`config.mk`:
```
export PLATFORM = sky130hd
export DESIGN_NAME = mcash_chn_arb_flat
export DESIGN_NICKNAME = d
export VERILOG_FILES = /design/src/rtl/mcash_pkg.sv /design/src/rtl/mcash_chn_arb_if.sv /design/src/rtl/mcash_rtn_fifo.sv /design/src/rtl/mcash_chn_arb.sv /design/src/flat_wrapper.sv
export SDC_FILE = /design/constraint.sdc
export NUM_CORES = 1
export LEC_CHECK = 0
export BUFFER_PORTS_ARGS = -buffer_cell sky130_fd_sc_hd__buf_2
export CORE_AREA = 4 4 449 451
export DETAILED_ROUTE_END_ITERATION = 8
export DIE_AREA = 0 0 453 455
export GPL_TIMING_DRIVEN = 0
export MAX_ROUTING_LAYER = met4
export SLEW_MARGIN = 20
export SYNTH_ARGS = -nofsm -noshare
export SYNTH_HDL_FRONTEND = slang
export SYNTH_HIERARCHICAL = 1
export SYNTH_SLANG_ARGS = --single-unit
```
`constraint.sdc`:
```
create_clock -name clk_i -period 8.4 [get_ports clk_i]
set_input_delay 1.26 -clock clk_i [delete_from_list [all_inputs] [get_ports clk_i]]
set_output_delay 1.26 -clock clk_i [all_outputs]
set_load 0.03 [all_outputs]
```
`src/rtl/mcash_pkg.sv`:
```
// Shared definitions for the mcash request front end: op codes, address width
// and the default-width request record.
package mcash_pkg;

   localparam int         MCASH_OP_W     = 3;
   localparam int         MCASH_ADDR_W   = 28;
   localparam int         MCASH_DATA_W   = 128;
   localparam logic [2:0] MCASH_OP_READ  = 3'b000;
   localparam logic [2:0] MCASH_OP_WRITE = 3'b001;

   // Request record at the default data width; the arbiter re-declares it
   // with its own DATA_W and CH_ID_W.
   typedef struct packed {
      logic [MCASH_OP_W-1:0]   op;
      logic [MCASH_ADDR_W-1:0] addr;
      logic [MCASH_DATA_W-1:0] data;
      logic [1:0]              chid;
   } mcash_req_t;

endpackage

```
`src/rtl/mcash_chn_arb_if.sv`:
```
// Channel-side and pipeline-side bus of the mcash channel arbiter.
// The slave modport is the arbiter's view; master is the environment's view.
interface mcash_chn_arb_if
   import mcash_pkg::*;
#(
   parameter int CH_NUM  = 3,
   parameter int DATA_W  = 128,
   parameter int CH_ID_W = $clog2(CH_NUM)
);
   logic [CH_NUM-1:0]              ch_req_valid_i;
   logic [CH_NUM-1:0]              ch_req_allowIn_o;
   logic [CH_NUM*MCASH_OP_W-1:0]   ch_req_op_i;
   logic [CH_NUM*MCASH_ADDR_W-1:0] ch_req_addr_i;
   logic [CH_NUM*DATA_W-1:0]       ch_req_data_i;
   logic [CH_NUM-1:0]              ch_rtn_valid_o;
   logic [CH_NUM-1:0]              ch_rtn_ready_i;
   logic [CH_NUM*DATA_W-1:0]       ch_rtn_data_o;
   logic                           pipe_req_valid_o;
   logic                           pipe_req_allowIn_i;
   logic [MCASH_OP_W-1:0]          pipe_req_op_o;
   logic [MCASH_ADDR_W-1:0]        pipe_req_addr_o;
   logic [DATA_W-1:0]              pipe_req_data_o;
   logic [CH_ID_W-1:0]             pipe_req_chid_o;
   logic                           pipe_rtn_valid_i;
   logic [CH_ID_W-1:0]             pipe_rtn_chid_i;
   logic [DATA_W-1:0]              pipe_rtn_data_i;
   logic                           pipe_rtn_ready_o;

   modport slave (
      input  ch_req_valid_i, ch_req_op_i, ch_req_addr_i, ch_req_data_i, ch_rtn_ready_i,
      input  pipe_req_allowIn_i, pipe_rtn_valid_i, pipe_rtn_chid_i, pipe_rtn_data_i,
      output ch_req_allowIn_o, ch_rtn_valid_o, ch_rtn_data_o,
      output pipe_req_valid_o, pipe_req_op_o, pipe_req_addr_o, pipe_req_data_o,
      output pipe_req_chid_o, pipe_rtn_ready_o
   );

   modport master (
      output ch_req_valid_i, ch_req_op_i, ch_req_addr_i, ch_req_data_i, ch_rtn_ready_i,
      output pipe_req_allowIn_i, pipe_rtn_valid_i, pipe_rtn_chid_i, pipe_rtn_data_i,
      input  ch_req_allowIn_o, ch_rtn_valid_o, ch_rtn_data_o,
      input  pipe_req_valid_o, pipe_req_op_o, pipe_req_addr_o, pipe_req_data_o,
      input  pipe_req_chid_o, pipe_rtn_ready_o
   );

endinterface

```
`src/rtl/mcash_rtn_fifo.sv`:
```
// Per-channel read-return FIFO. Full/empty are told apart by a pointer wrap
// bit; a push into a full FIFO is accepted only when a pop frees a slot in
// the same cycle, otherwise the data is dropped. Head data reads as 0 when empty.
module mcash_rtn_fifo #(
   parameter int DATA_W    = 128,
   parameter int RTN_DEPTH = 2
) (
   input  logic              clk_i,
   input  logic              rst_i,
   input  logic              push_i,
   input  logic [DATA_W-1:0] data_i,
   input  logic              pop_i,
   output logic              valid_o,
   output logic              full_o,
   output logic [DATA_W-1:0] data_o
);
   localparam int AW = $clog2(RTN_DEPTH);

   logic [AW:0]       wr_ptr_q, wr_ptr_d, rd_ptr_q, rd_ptr_d;
   logic [DATA_W-1:0] mem_q [RTN_DEPTH];
   logic              empty, push_ok, pop_ok;

   assign empty   = (wr_ptr_q == rd_ptr_q);
   assign full_o  = (wr_ptr_q[AW] != rd_ptr_q[AW]) && (wr_ptr_q[AW-1:0] == rd_ptr_q[AW-1:0]);
   assign pop_ok  = pop_i & ~empty;
   assign push_ok = push_i & (~full_o | pop_ok);
   assign valid_o = ~empty;
   assign data_o  = empty ? '0 : mem_q[rd_ptr_q[AW-1:0]];

   // Pointer advance on accepted push/pop.
   always_comb begin
      wr_ptr_d = wr_ptr_q + (push_ok ? (AW+1)'(1) : '0);
      rd_ptr_d = rd_ptr_q + (pop_ok  ? (AW+1)'(1) : '0);
   end

   // Pointer registers.
   always_ff @(posedge clk_i) begin
      if (rst_i) begin
         wr_ptr_q <= '0;
         rd_ptr_q <= '0;
      end else begin
         wr_ptr_q <= wr_ptr_d;
         rd_ptr_q <= rd_ptr_d;
      end
   end

   // Storage; contents are don't-care until written.
   always_ff @(posedge clk_i) begin
      if (push_ok) mem_q[wr_ptr_q[AW-1:0]] <= data_i;
   end

endmodule

```
`src/rtl/mcash_chn_arb.sv`:
```
// mcash_chn_arb: round-robin merge of CH_NUM request channels onto one
// pipeline request port, with credit-protected per-channel return FIFOs.
// Optional macro MCASH_ARB_OUTREG_EN: register the pipeline request in a
// one-entry slice (1-cycle latency, full throughput); otherwise the request
// is a combinational mux of the granted channel.
module mcash_chn_arb
   import mcash_pkg::*;
#(
   parameter int CH_NUM    = 3,
   parameter int DATA_W    = 128,
   parameter int RTN_DEPTH = 2
) (
   input logic            clk_i,
   input logic            rst_i,
   mcash_chn_arb_if.slave bus
);
   localparam int CH_ID_W = $clog2(CH_NUM);
   localparam int CRD_W   = $clog2(RTN_DEPTH) + 1;

   typedef struct packed {
      logic [MCASH_OP_W-1:0]   op;
      logic [MCASH_ADDR_W-1:0] addr;
      logic [DATA_W-1:0]       data;
      logic [CH_ID_W-1:0]      chid;
   } req_t;

   logic [CH_NUM-1:0]             is_read, elig, gnt_oh, pop, push, rtn_vld, rtn_full;
   logic [CH_NUM-1:0][DATA_W-1:0] rtn_data;
   logic                          gnt_vld, can_accept, xfer;
   logic [CH_ID_W-1:0]            gnt_id, rr_ptr_q, rr_ptr_d;
   logic [CRD_W-1:0]              credit_q [CH_NUM];
   logic [CRD_W-1:0]              credit_d [CH_NUM];
   req_t                          gnt_req;

   // Eligibility: a READ needs a free return slot; nothing is eligible in reset.
   always_comb begin
      for (int i = 0; i < CH_NUM; i++) begin
         is_read[i] = (bus.ch_req_op_i[MCASH_OP_W*i +: MCASH_OP_W] == MCASH_OP_READ);
         elig[i]    = ~rst_i & bus.ch_req_valid_i[i] &
                      (~is_read[i] | (credit_q[i] < CRD_W'(RTN_DEPTH)));
      end
   end

   // Round-robin pick: first eligible channel at or after rr_ptr (lowest offset wins).
   always_comb begin
      gnt_vld = 1'b0;
      gnt_id  = '0;
      for (int k = CH_NUM - 1; k >= 0; k--) begin
         int idx;
         idx = int'(rr_ptr_q) + k;
         if (idx >= CH_NUM) idx = idx - CH_NUM;
         if (elig[idx]) begin
            gnt_vld = 1'b1;
            gnt_id  = CH_ID_W'(idx);
         end
      end
   end

   // Granted channel's request, zero when nothing is granted.
   always_comb begin
      gnt_req = '0;
      gnt_oh  = '0;
      if (gnt_vld) begin
         gnt_oh[gnt_id] = 1'b1;
         gnt_req.op     = bus.ch_req_op_i[MCASH_OP_W*int'(gnt_id) +: MCASH_OP_W];
         gnt_req.addr   = bus.ch_req_addr_i[MCASH_ADDR_W*int'(gnt_id) +: MCASH_ADDR_W];
         gnt_req.data   = bus.ch_req_data_i[DATA_W*int'(gnt_id) +: DATA_W];
         gnt_req.chid   = gnt_id;
      end
   end

`ifdef MCASH_ARB_OUTREG_EN
   logic slice_vld_q, slice_vld_d;
   req_t slice_q, slice_d;

   assign can_accept = ~slice_vld_q | bus.pipe_req_allowIn_i;

   // Slice loads on a transfer, drains when the pipeline takes it with nothing new.
   always_comb begin
      slice_vld_d = slice_vld_q;
      slice_d     = slice_q;
      if (xfer) begin
         slice_vld_d = 1'b1;
         slice_d     = gnt_req;
      end else if (bus.pipe_req_allowIn_i) begin
         slice_vld_d = 1'b0;
      end
   end

   // Output slice registers.
   always_ff @(posedge clk_i) begin
      if (rst_i) begin
         slice_vld_q <= 1'b0;
         slice_q     <= '0;
      end else begin
         slice_vld_q <= slice_vld_d;
         slice_q     <= slice_d;
      end
   end

   assign bus.pipe_req_valid_o = slice_vld_q;
   assign bus.pipe_req_op_o    = slice_q.op;
   assign bus.pipe_req_addr_o  = slice_q.addr;
   assign bus.pipe_req_data_o  = slice_q.data;
   assign bus.pipe_req_chid_o  = slice_q.chid;
`else
   assign can_accept           = bus.pipe_req_allowIn_i;
   assign bus.pipe_req_valid_o = gnt_vld;
   assign bus.pipe_req_op_o    = gnt_req.op;
   assign bus.pipe_req_addr_o  = gnt_req.addr;
   assign bus.pipe_req_data_o  = gnt_req.data;
   assign bus.pipe_req_chid_o  = gnt_req.chid;
`endif

   assign xfer                 = gnt_vld & can_accept;
   assign bus.ch_req_allowIn_o = xfer ? gnt_oh : '0;
   assign bus.pipe_rtn_ready_o = ~rst_i;

   // Pointer moves past the winner only when a transfer happens.
   always_comb begin
      rr_ptr_d = rr_ptr_q;
      if (xfer) rr_ptr_d = (gnt_id == CH_ID_W'(CH_NUM - 1)) ? '0 : gnt_id + CH_ID_W'(1);
   end

   // Credit: +1 per READ issued, -1 per return popped; never wraps below 0.
   always_comb begin
      for (int i = 0; i < CH_NUM; i++) begin
         credit_d[i] = credit_q[i];
         if ((xfer & gnt_oh[i] & is_read[i]) && !(pop[i] && credit_q[i] != '0))
            credit_d[i] = credit_q[i] + CRD_W'(1);
         else if (!(xfer & gnt_oh[i] & is_read[i]) && pop[i] && credit_q[i] != '0)
            credit_d[i] = credit_q[i] - CRD_W'(1);
      end
   end

   // Arbiter pointer and credit registers.
   always_ff @(posedge clk_i) begin
      if (rst_i) begin
         rr_ptr_q <= '0;
         for (int i = 0; i < CH_NUM; i++) credit_q[i] <= '0;
      end else begin
         rr_ptr_q <= rr_ptr_d;
         for (int i = 0; i < CH_NUM; i++) credit_q[i] <= credit_d[i];
      end
   end

   for (genvar g = 0; g < CH_NUM; g++) begin : g_rtn
      assign push[g] = bus.pipe_rtn_valid_i & (bus.pipe_rtn_chid_i == CH_ID_W'(g));
      assign pop[g]  = rtn_vld[g] & bus.ch_rtn_ready_i[g];

      mcash_rtn_fifo #(.DATA_W(DATA_W), .RTN_DEPTH(RTN_DEPTH)) u_fifo (
         .clk_i   (clk_i),
         .rst_i   (rst_i),
         .push_i  (push[g]),
         .data_i  (bus.pipe_rtn_data_i),
         .pop_i   (bus.ch_rtn_ready_i[g]),
         .valid_o (rtn_vld[g]),
         .full_o  (rtn_full[g]),
         .data_o  (rtn_data[g])
      );
   end

   assign bus.ch_rtn_valid_o = rtn_vld;
   assign bus.ch_rtn_data_o  = rtn_data;

   // Return protocol: chid must name a channel, and a full FIFO only takes a push alongside a pop.
   a_rtn_chid : assert property (@(posedge clk_i) disable iff (rst_i)
      bus.pipe_rtn_valid_i |-> (int'(bus.pipe_rtn_chid_i) < CH_NUM));
   a_rtn_ovf : assert property (@(posedge clk_i) disable iff (rst_i)
      (push & rtn_full & ~pop) == '0);

endmodule
```
`src/flat_wrapper.sv`:
```
// flat-port wrapper written by rule: the top's interface ports become plain ports
module mcash_chn_arb_flat import mcash_pkg::*;
#(
   parameter int CH_NUM    = 3,
   parameter int DATA_W    = 128,
   parameter int RTN_DEPTH = 2
)
  (clk_i, rst_i, bus_ch_req_valid_i, bus_ch_req_op_i, bus_ch_req_addr_i, bus_ch_req_data_i, bus_ch_rtn_ready_i, bus_pipe_req_allowIn_i, bus_pipe_rtn_valid_i, bus_pipe_rtn_chid_i, bus_pipe_rtn_data_i, bus_ch_req_allowIn_o, bus_ch_rtn_valid_o, bus_ch_rtn_data_o, bus_pipe_req_valid_o, bus_pipe_req_op_o, bus_pipe_req_addr_o, bus_pipe_req_data_o, bus_pipe_req_chid_o, bus_pipe_rtn_ready_o);
  mcash_chn_arb_if #(.CH_NUM(CH_NUM), .DATA_W(DATA_W)) bus_i ();
  input logic clk_i;
  input logic rst_i;
  input wire logic [$bits(bus_i.ch_req_valid_i)-1:0] bus_ch_req_valid_i;
  input wire logic [$bits(bus_i.ch_req_op_i)-1:0] bus_ch_req_op_i;
  input wire logic [$bits(bus_i.ch_req_addr_i)-1:0] bus_ch_req_addr_i;
  input wire logic [$bits(bus_i.ch_req_data_i)-1:0] bus_ch_req_data_i;
  input wire logic [$bits(bus_i.ch_rtn_ready_i)-1:0] bus_ch_rtn_ready_i;
  input wire logic [$bits(bus_i.pipe_req_allowIn_i)-1:0] bus_pipe_req_allowIn_i;
  input wire logic [$bits(bus_i.pipe_rtn_valid_i)-1:0] bus_pipe_rtn_valid_i;
  input wire logic [$bits(bus_i.pipe_rtn_chid_i)-1:0] bus_pipe_rtn_chid_i;
  input wire logic [$bits(bus_i.pipe_rtn_data_i)-1:0] bus_pipe_rtn_data_i;
  output wire logic [$bits(bus_i.ch_req_allowIn_o)-1:0] bus_ch_req_allowIn_o;
  output wire logic [$bits(bus_i.ch_rtn_valid_o)-1:0] bus_ch_rtn_valid_o;
  output wire logic [$bits(bus_i.ch_rtn_data_o)-1:0] bus_ch_rtn_data_o;
  output wire logic [$bits(bus_i.pipe_req_valid_o)-1:0] bus_pipe_req_valid_o;
  output wire logic [$bits(bus_i.pipe_req_op_o)-1:0] bus_pipe_req_op_o;
  output wire logic [$bits(bus_i.pipe_req_addr_o)-1:0] bus_pipe_req_addr_o;
  output wire logic [$bits(bus_i.pipe_req_data_o)-1:0] bus_pipe_req_data_o;
  output wire logic [$bits(bus_i.pipe_req_chid_o)-1:0] bus_pipe_req_chid_o;
  output wire logic [$bits(bus_i.pipe_rtn_ready_o)-1:0] bus_pipe_rtn_ready_o;
  assign bus_i.ch_req_valid_i = bus_ch_req_valid_i;
  assign bus_i.ch_req_op_i = bus_ch_req_op_i;
  assign bus_i.ch_req_addr_i = bus_ch_req_addr_i;
  assign bus_i.ch_req_data_i = bus_ch_req_data_i;
  assign bus_i.ch_rtn_ready_i = bus_ch_rtn_ready_i;
  assign bus_i.pipe_req_allowIn_i = bus_pipe_req_allowIn_i;
  assign bus_i.pipe_rtn_valid_i = bus_pipe_rtn_valid_i;
  assign bus_i.pipe_rtn_chid_i = bus_pipe_rtn_chid_i;
  assign bus_i.pipe_rtn_data_i = bus_pipe_rtn_data_i;
  assign bus_ch_req_allowIn_o = bus_i.ch_req_allowIn_o;
  assign bus_ch_rtn_valid_o = bus_i.ch_rtn_valid_o;
  assign bus_ch_rtn_data_o = bus_i.ch_rtn_data_o;
  assign bus_pipe_req_valid_o = bus_i.pipe_req_valid_o;
  assign bus_pipe_req_op_o = bus_i.pipe_req_op_o;
  assign bus_pipe_req_addr_o = bus_i.pipe_req_addr_o;
  assign bus_pipe_req_data_o = bus_i.pipe_req_data_o;
  assign bus_pipe_req_chid_o = bus_i.pipe_req_chid_o;
  assign bus_pipe_rtn_ready_o = bus_i.pipe_rtn_ready_o;
  mcash_chn_arb #(.CH_NUM(CH_NUM), .DATA_W(DATA_W), .RTN_DEPTH(RTN_DEPTH)) u_core (.clk_i(clk_i), .rst_i(rst_i), .bus(bus_i));
endmodule
```
==> Word-level counts from Yosys, hierarchy flattened <==
Memories as Yosys holds them, arrays and structs flattened. A register that Yosys moved wholly into a read port is not among the register bits.
Cells that the tools add are included.
{ "classes": {"reduce_logical": 29, "shift": 3, "div_mod_pow": 0, "order_cmp": 11, "n_eq_ne": 12, "multipliers": 2, "muxes": 54, "bitwise_logic": 41, "n_addsub": 18} }
{ "op_table": {"columns": ["operator", "n"], "rows": [
  ["2-to-1 mux 128 bit", 3],
  ["variable part select 384 x 10 -> 128 bit", 1],
  ["2-to-1 mux 161 bit", 1],
  ["less-than comparator 32 x 4 -> 1 bit (second input constant)", 3],
  ["2-to-1 mux 32 bit", 3],
  ["variable part select 84 x 32 -> 28 bit", 1],
  [">= comparator 32 x 3 -> 1 bit (second input constant)", 2],
  ["subtractor 32 x 3 -> 32 bit (second input constant)", 2],
  ["variable part select 9 x 32 -> 3 bit", 1],
  ["2-to-1 mux 1 bit", 28],
  ["2-to-1 mux 2 bit", 13],
  ["bitwise AND 1 bit", 22],
  ["logical AND 1 bit", 16],
  ["adder 2 x 1 -> 2 bit", 6],
  ["NOT 1 bit", 10],
  ["zero test 3 bit", 3],
  ["OR 1 bit", 9],
  ["adder 2 x 1 -> 2 bit (second input constant)", 4],
  ["binary-select mux 1 bit (select 2 bit)", 3],
  ["equality test 2 bit", 3],
  ["zero test 1 bit", 6],
  ["less-than comparator 2 bit (second input constant)", 3],
  ["2-to-1 mux 3 bit", 2],
  ["nonzero test 2 bit", 3],
  ["15 further kinds", 22]
]} }
{ "totals": {"ram_bits": 774, "mem_bits_ro": 0, "regBits": 14, "n_memories": 4, "output_inout_bits": 553, "elab_cells": 181, "latch_bits": 0, "in_bits": 617} }
{ "memory_table": {"columns": ["memory", "words", "word_bits", "read_ports", "rd_ports_with_merged_regs", "wr", "line", "rtl"], "rows": [
  ["u_core.g_rtn[0].u_fifo.mem_q", 2, 128, 1, 1, 1, "mcash_rtn_fifo.sv:20", "logic [DATA_W-1:0] mem_q [RTN_DEPTH];"],
  ["u_core.g_rtn[1].u_fifo.mem_q", 2, 128, 1, 1, 1, "mcash_rtn_fifo.sv:20", null],
  ["u_core.g_rtn[2].u_fifo.mem_q", 2, 128, 1, 1, 1, "mcash_rtn_fifo.sv:20", null],
  ["u_core.credit_q", 3, 2, 3, 0, 3, "mcash_chn_arb.sv:31", "logic [CRD_W-1:0] credit_q [CH_NUM];"]
]} }

==> Logic depth before layout (Yosys ltp) <==
{ "logic_depth": {"word_depth": 23, "depth_mapped": 9, "depth_no_buf": 9} }

==> Hierarchy <==
Netlist, hierarchy kept.
{ "modules_own_cells": {"columns": ["module", "seq_area_each_um2", "n_inst", "area_per_inst_um2", "cells_each"], "rows": [
  ["mcash_rtn_fifo at u_core.g_rtn[1].u_fifo ...", 7767.4, 2, 10172.3, 734],
  ["mcash_rtn_fifo at u_core.g_rtn[0].u_fifo", 7767.4, 1, 10171.0, 734],
  ["mcash_chn_arb", 160.2, 1, 5406.4, 639]
]} }

==> Worst setup path before layout <==
Ideal clock, no wire load.
{ "synth_path": {"path_type": "input -> register", "from": "input port bus_pipe_rtn_chid_i[1]", "to": "memory u_core.g_rtn[1].u_fifo.mem_q[1][0], enable pin", "arrival_ns": 4.750, "t_required_ns": 7.896, "path_stages": 3, "slack_ns": 3.146, "path_buffers": 0, "setup_ns": 0.504, "path_cell_list": "and3b_1 > a21boi_0 > ha_1"} }
{ "synth_between": {"elab_chain_len": 5} }
{ "synth_rtl": {"columns": ["item", "line", "rtl"], "rows": [
  ["from (decl)", "flat_wrapper.sv:19", "input wire logic [$bits(bus_i.pipe_rtn_chid_i)-1:0] bus_pipe_rtn_chid_i;"],
  ["equality test 2 x 1 -> 1 bit", "mcash_chn_arb.sv:148", "assign push[g] = bus.pipe_rtn_valid_i & (bus.pipe_rtn_chid_i == CH_ID_W'(g));"],
  ["bitwise AND 1 bit", "mcash_chn_arb.sv:148", null],
  ["bitwise AND 1 bit", "mcash_rtn_fifo.sv:26", "assign push_ok = push_i & (~full_o | pop_ok);"],
  ["2-to-1 mux 1 bit", "mcash_rtn_fifo.sv:49", "if (push_ok) mem_q[wr_ptr_q[AW-1:0]] <= data_i;"],
  ["2-to-1 mux 1 bit (implied by the code)", "mcash_rtn_fifo.sv:49", null],
  ["to (decl)", "mcash_rtn_fifo.sv:20", null]
]} }
Every way passes these cells.

==> Worst setup path after layout <==
{ "layout_path": {"from": "input port rst_i", "to": "output port bus_ch_req_allowIn_o[2]"} }
{ "layout_between": {"elab_chain_len": 15, "word_cells_on_any_way": 30, "cone_classes": "order compare (2); mux (19); bitwise (8); reduce/logical (1)"} }
{ "layout_rtl": {"columns": ["item", "line", "rtl"], "rows": [
  ["from (decl)", "flat_wrapper.sv:11", "input logic rst_i;"],
  ["NOT 1 bit (*)", "mcash_chn_arb.sv:39", "elig[i] = ~rst_i & bus.ch_req_valid_i[i] &"],
  ["bitwise AND 1 bit (2 in series)", "mcash_chn_arb.sv:39", null],
  ["binary-select mux 1 bit (select 2 bit)", "mcash_chn_arb.sv:52", "if (elig[idx]) begin"],
  ["2-to-1 mux 1 bit (implied by the code) (2 in series)", "mcash_chn_arb.sv:52", null],
  ["2-to-1 mux 2 bit (3 in series)", "mcash_chn_arb.sv:52", null],
  ["less-than comparator 2 x 3 -> 1 bit (implied by the code) or >= comparator 2 x 1 -> 1 bit (tied branches)", "mcash_chn_arb.sv:64", "gnt_oh[gnt_id] = 1'b1;"],
  ["logical AND 1 bit (implied by the code)", "mcash_chn_arb.sv:64", null],
  ["2-to-1 mux 1 bit (implied by the code)", "mcash_chn_arb.sv:64", null],
  ["demux 1 bit (select 2 bit)", null, null],
  ["2-to-1 mux 3 bit", "mcash_chn_arb.sv:63", "if (gnt_vld) begin"],
  ["2-to-1 mux 3 bit (*)", "mcash_chn_arb.sv:116", "assign bus.ch_req_allowIn_o = xfer ? gnt_oh : '0;"],
  ["to (decl)", "flat_wrapper.sv:21", "output wire logic [$bits(bus_i.ch_req_allowIn_o)-1:0] bus_ch_req_allowIn_o;"]
]} }
Mark *: on every way between the ends. The rest lies on a longest branch, timed or not. The select of a mux whose other input is x is not followed.

==> metrics.md <==
| Metric | Value |
|---|---|
| # clock sinks | `about 790` |
| Grt met1 use | `18.6%` |
| Syn Inst Count | `around 2,800` |
| Initial DRC count | `between 2,000 and 3,000` |
| Post-synth EDFFs | `between 700 and 800` |
| Status | `finished clean` |
| Worst Max-Slew Pin Slew | `roughly 1.2 ns` |
| CTS buffer count | `80` |
| Share of layout cells above drive strength 1 | `about two fifths` |
| Sequential share of the synthesized area | `65.3%` |
| FILL cells | `approximately 21,000` |
| Worst Setup Start Kind | `input port` |
| CP Max Fanout | `13` |
| PwrDens | `~240 nW/µm²` |
| IO buf count | `1,169` |
| Worst-Skew Late Latency | `around 0.7 ns` |
| Die X | `453 µm` |
| CORE AREA | `197,000 µm²` |
| RSZ-0062 raised after global routing | `no` |
| Post-synth top area cell | `edfxtp_1` |
| Via count | `30,900` |
| Clk buf depth | `3` |
| CTS H-tree lvls | `3` |
| Distinct cell type count after synthesis | `54` |
| Largest net degree at the start of global routing | `50` |
| Post-route design area | `a little under 50,000 µm²` |
| Crit path required time | `slightly above 7 ns` |
| Final Hold Vio Count | `0` |
| Gr ovfl total | `0` |
| Primary FF master, synth | `edfxtp_1` |
| Synth top area share | `between 60% and 70%` |
| WL/cell | `about 31 µm` |
| Crit-path max cell delay | `between 0.9 and 1 ns` |
| CTS tree | `built` |
| Root buffer cell | `clkbuf_16` |
| Worst path arrival time | `5.39 ns` |
| Die area | `between 200,000 and 250,000 µm²` |
| Hold Buf Count CTS | `0` |
| Die height | `~460 µm` |
| Area delta synth->final | `35.1%` |
| Top cells by area, synth | `edfxtp_1, o22ai_1, a211oi_2, o21ai_0, mux2i_1` |
| Drt drc | `0` |
| Sequential cell area | `23,500 µm²` |
| Total track usage | `between 20% and 30%` |
| Initial Utilization | `between 10% and 20%` |
| Post-CTS Setup Inserts | `0` |
| Pleak | `approximately 18 nW` |
| Most Used Layer, Global Route | `met2` |
| I/O pins | `between 1,000 and 1,500` |
| Fin crit share | `79.1%` |
| GP Congestion | `a little under 1` |
| Max-slew violations | `0` |
| Worst setup EP type | `primary output` |
| Routing usage on met3 | `roughly 4.1%` |
| Routed wire length | `between 200,000 and 250,000 µm` |
| Synth Register Bits | `approximately 800` |
| CP most frequent cell | `clkbuf_1` |
| Max-cap violations | `0` |
| Slowest CP cell | `clkbuf_1` |
| Hold slack | `between 0.5 and 0.6 ns` |
| Worst setup margin | `1.75 ns` |
| Vias in the first global route | `30,100` |
| Antenna viol nets, final | `0` |
| TritonRoute pass-1 iters | `6` |
| First-pass GRT wire length | `between 200,000 and 300,000 µm` |
| Synthesized Nets | `about 3,500` |
| CTS resizes | `0` |
| Post-route setup TNS | `0 ns` |
| Min-Delay Path Class | `flip-flop to flip-flop` |
| Commonest cells after routing, fill and taps aside | `buf_2, edfxtp_1, nand2_1, o22ai_1, o21ai_0` |
| Slew margin rel. | `roughly 22%` |
| GR Layer Usage met2 | `~37%` |
| Dpl cell area | `around 46,000 µm²` |
| Most common cell after layout, fill and taps aside | `buf_2` |
| Critical path class | `input port to primary output` |
| Multi-input logic area | `10,900 µm²` |
| Peak VDD IR | `about 0.00021 V` |
| Post-synth ARST share | `0%` |
| Initial antenna violation count | `97` |
| Post-place setup slack | `roughly 1.6 ns` |
| Nets | `between 4,000 and 5,000` |
| Clock slew at reported path FFs | `0.07 ns` |
| Warnings from Yosys | `6` |
| Mean Syn Cell Area | `roughly 13 µm²` |
| Util after Layout | `24.6%` |
| Post-DP HPWL | `approximately 170,000 µm` |
| Worst clock skew | `about 0.043 ns` |
| Setup violators final | `0` |
| DR vias/cell | `between 4 and 5` |
| F_max | `about 150 MHz` |
| # rows | `163` |
| Critical Path, Cell by Cell | `buf_2 -> clkbuf_1 -> nand2b_1 -> or4_1 -> nand4_1 -> buf_6 -> clkbuf_1 -> clkbuf_1 -> nor2_1 -> buf_2` |
| Min cycle time layout | `~6.6 ns` |
| Post-Synthesis Cell Area | `about 36,000 µm²` |
## power breakdown
group | internal [mW] | total (mW) | switching, mW
clock network | 1.96 | 3.56 | 1.60
registers | 4.41 | 4.43 | 0.0218
logic | 0.888 | 3.57 | 2.68
## synthesized netlist by cell type, types with 2 or more instances
master and number:
o21ai_0 330, clkbuf_1 154, nor2_1 178, a211oi_2 157, edfxtp_1 768, nor3b_1 3
buf_1 6, a221oi_1 2, inv_1 7, xnor2_1 12, buf_4 45, dfxtp_1 20
o22ai_1 386, a31o_1 2, nand2_1 397, inv_2 5, nand3b_1 2, and3b_1 4
buf_8 6, buf_12 11, buf_6 4, ha_1 11, nor3_1 9, xor2_1 4
nand4_1 2, a21oi_1 6, a21boi_0 3, buf_2 58, and2_1 5, nor2b_1 5
o21ai_1 57, a211oi_1 2, mux2i_1 159
## final timing paths
| kind | startpoint | to | cells past startpoint | slack [ns] |
|---|---|---|---|---|
| min reg2reg | u_core/rr_ptr_q[0] | u_core/rr_ptr_q[0] | 1 | 0.52 |
| min | u_core/rr_ptr_q[0] | u_core/rr_ptr_q[0] | 1 | 0.52 |
| max | rst_i | bus_ch_req_allowIn_o[2] | 10 | 1.75 |
| max reg2reg | u_core/g_rtn[1].u_fifo/wr_ptr_q[0] | u_core/g_rtn[1].u_fifo/mem_q[0][117] | 8 | 4.27 |
## sequential cells by signal, indices dropped and copies added (netlist names)
signal / count
u_core/g_rtn.u_fifo/wr_ptr_q: 6
u_core/g_rtn.u_fifo/rd_ptr_q: 6
u_core/rr_ptr_q: 2
u_core/g_rtn.u_fifo/mem_q: 768
u_core/credit_q: 6
## stage by stage
stage / power (mW) / cells
CTS: 11.7 / 6817
floorplan: 6.48 / 2841
global route: 11.9 / 6898
global placement: 8.09 / 6650
finish: 11.6 / 6911
detailed placement: 8.11 / 6672
## metal layers
metal | routed length, µm | up-vias
met5 | 0 | -
met4 | 15700 | 0
met3 | 14600 | 444
met2 | 116000 | 1674
met1 | 67400 | 15300
li1 | - | 13500
## critical path: cells and delay by family
kind / cells / cell delay [ns]
buffers and inverters: 6 / 2.69
AND/OR/NAND/NOR: 4 / 1.37
## layout make-up
class,instances,share of cell area (%)
Sequential cell,788,48.3
Clock buffer,97,4.32
Antenna cell,94,0.485
Timing Repair Buffer,1191,13.2
Multi-Input combinational cell,1757,22.5
Tap cell,2640,6.81
Buffer,284,3.28
Clock inverter,48,1.04
Inverter,12,0.0928
## kinds of logic (layout without fill, tap and decap cells)
logic type	Yosys count	after routing	synth area share, %
buffers and inverters	296	1632	4.53
other	0	94	0
and+or+nand+nor	617	617	6.84
AOI/OAI and AO/OA	954	954	18.1
muxes	159	159	4.43
adders and majority gates	11	11	0.383
xor gates and xnor gates	16	16	0.390
DFF	788	788	65.3
Power figures use the tool's default switching activity.
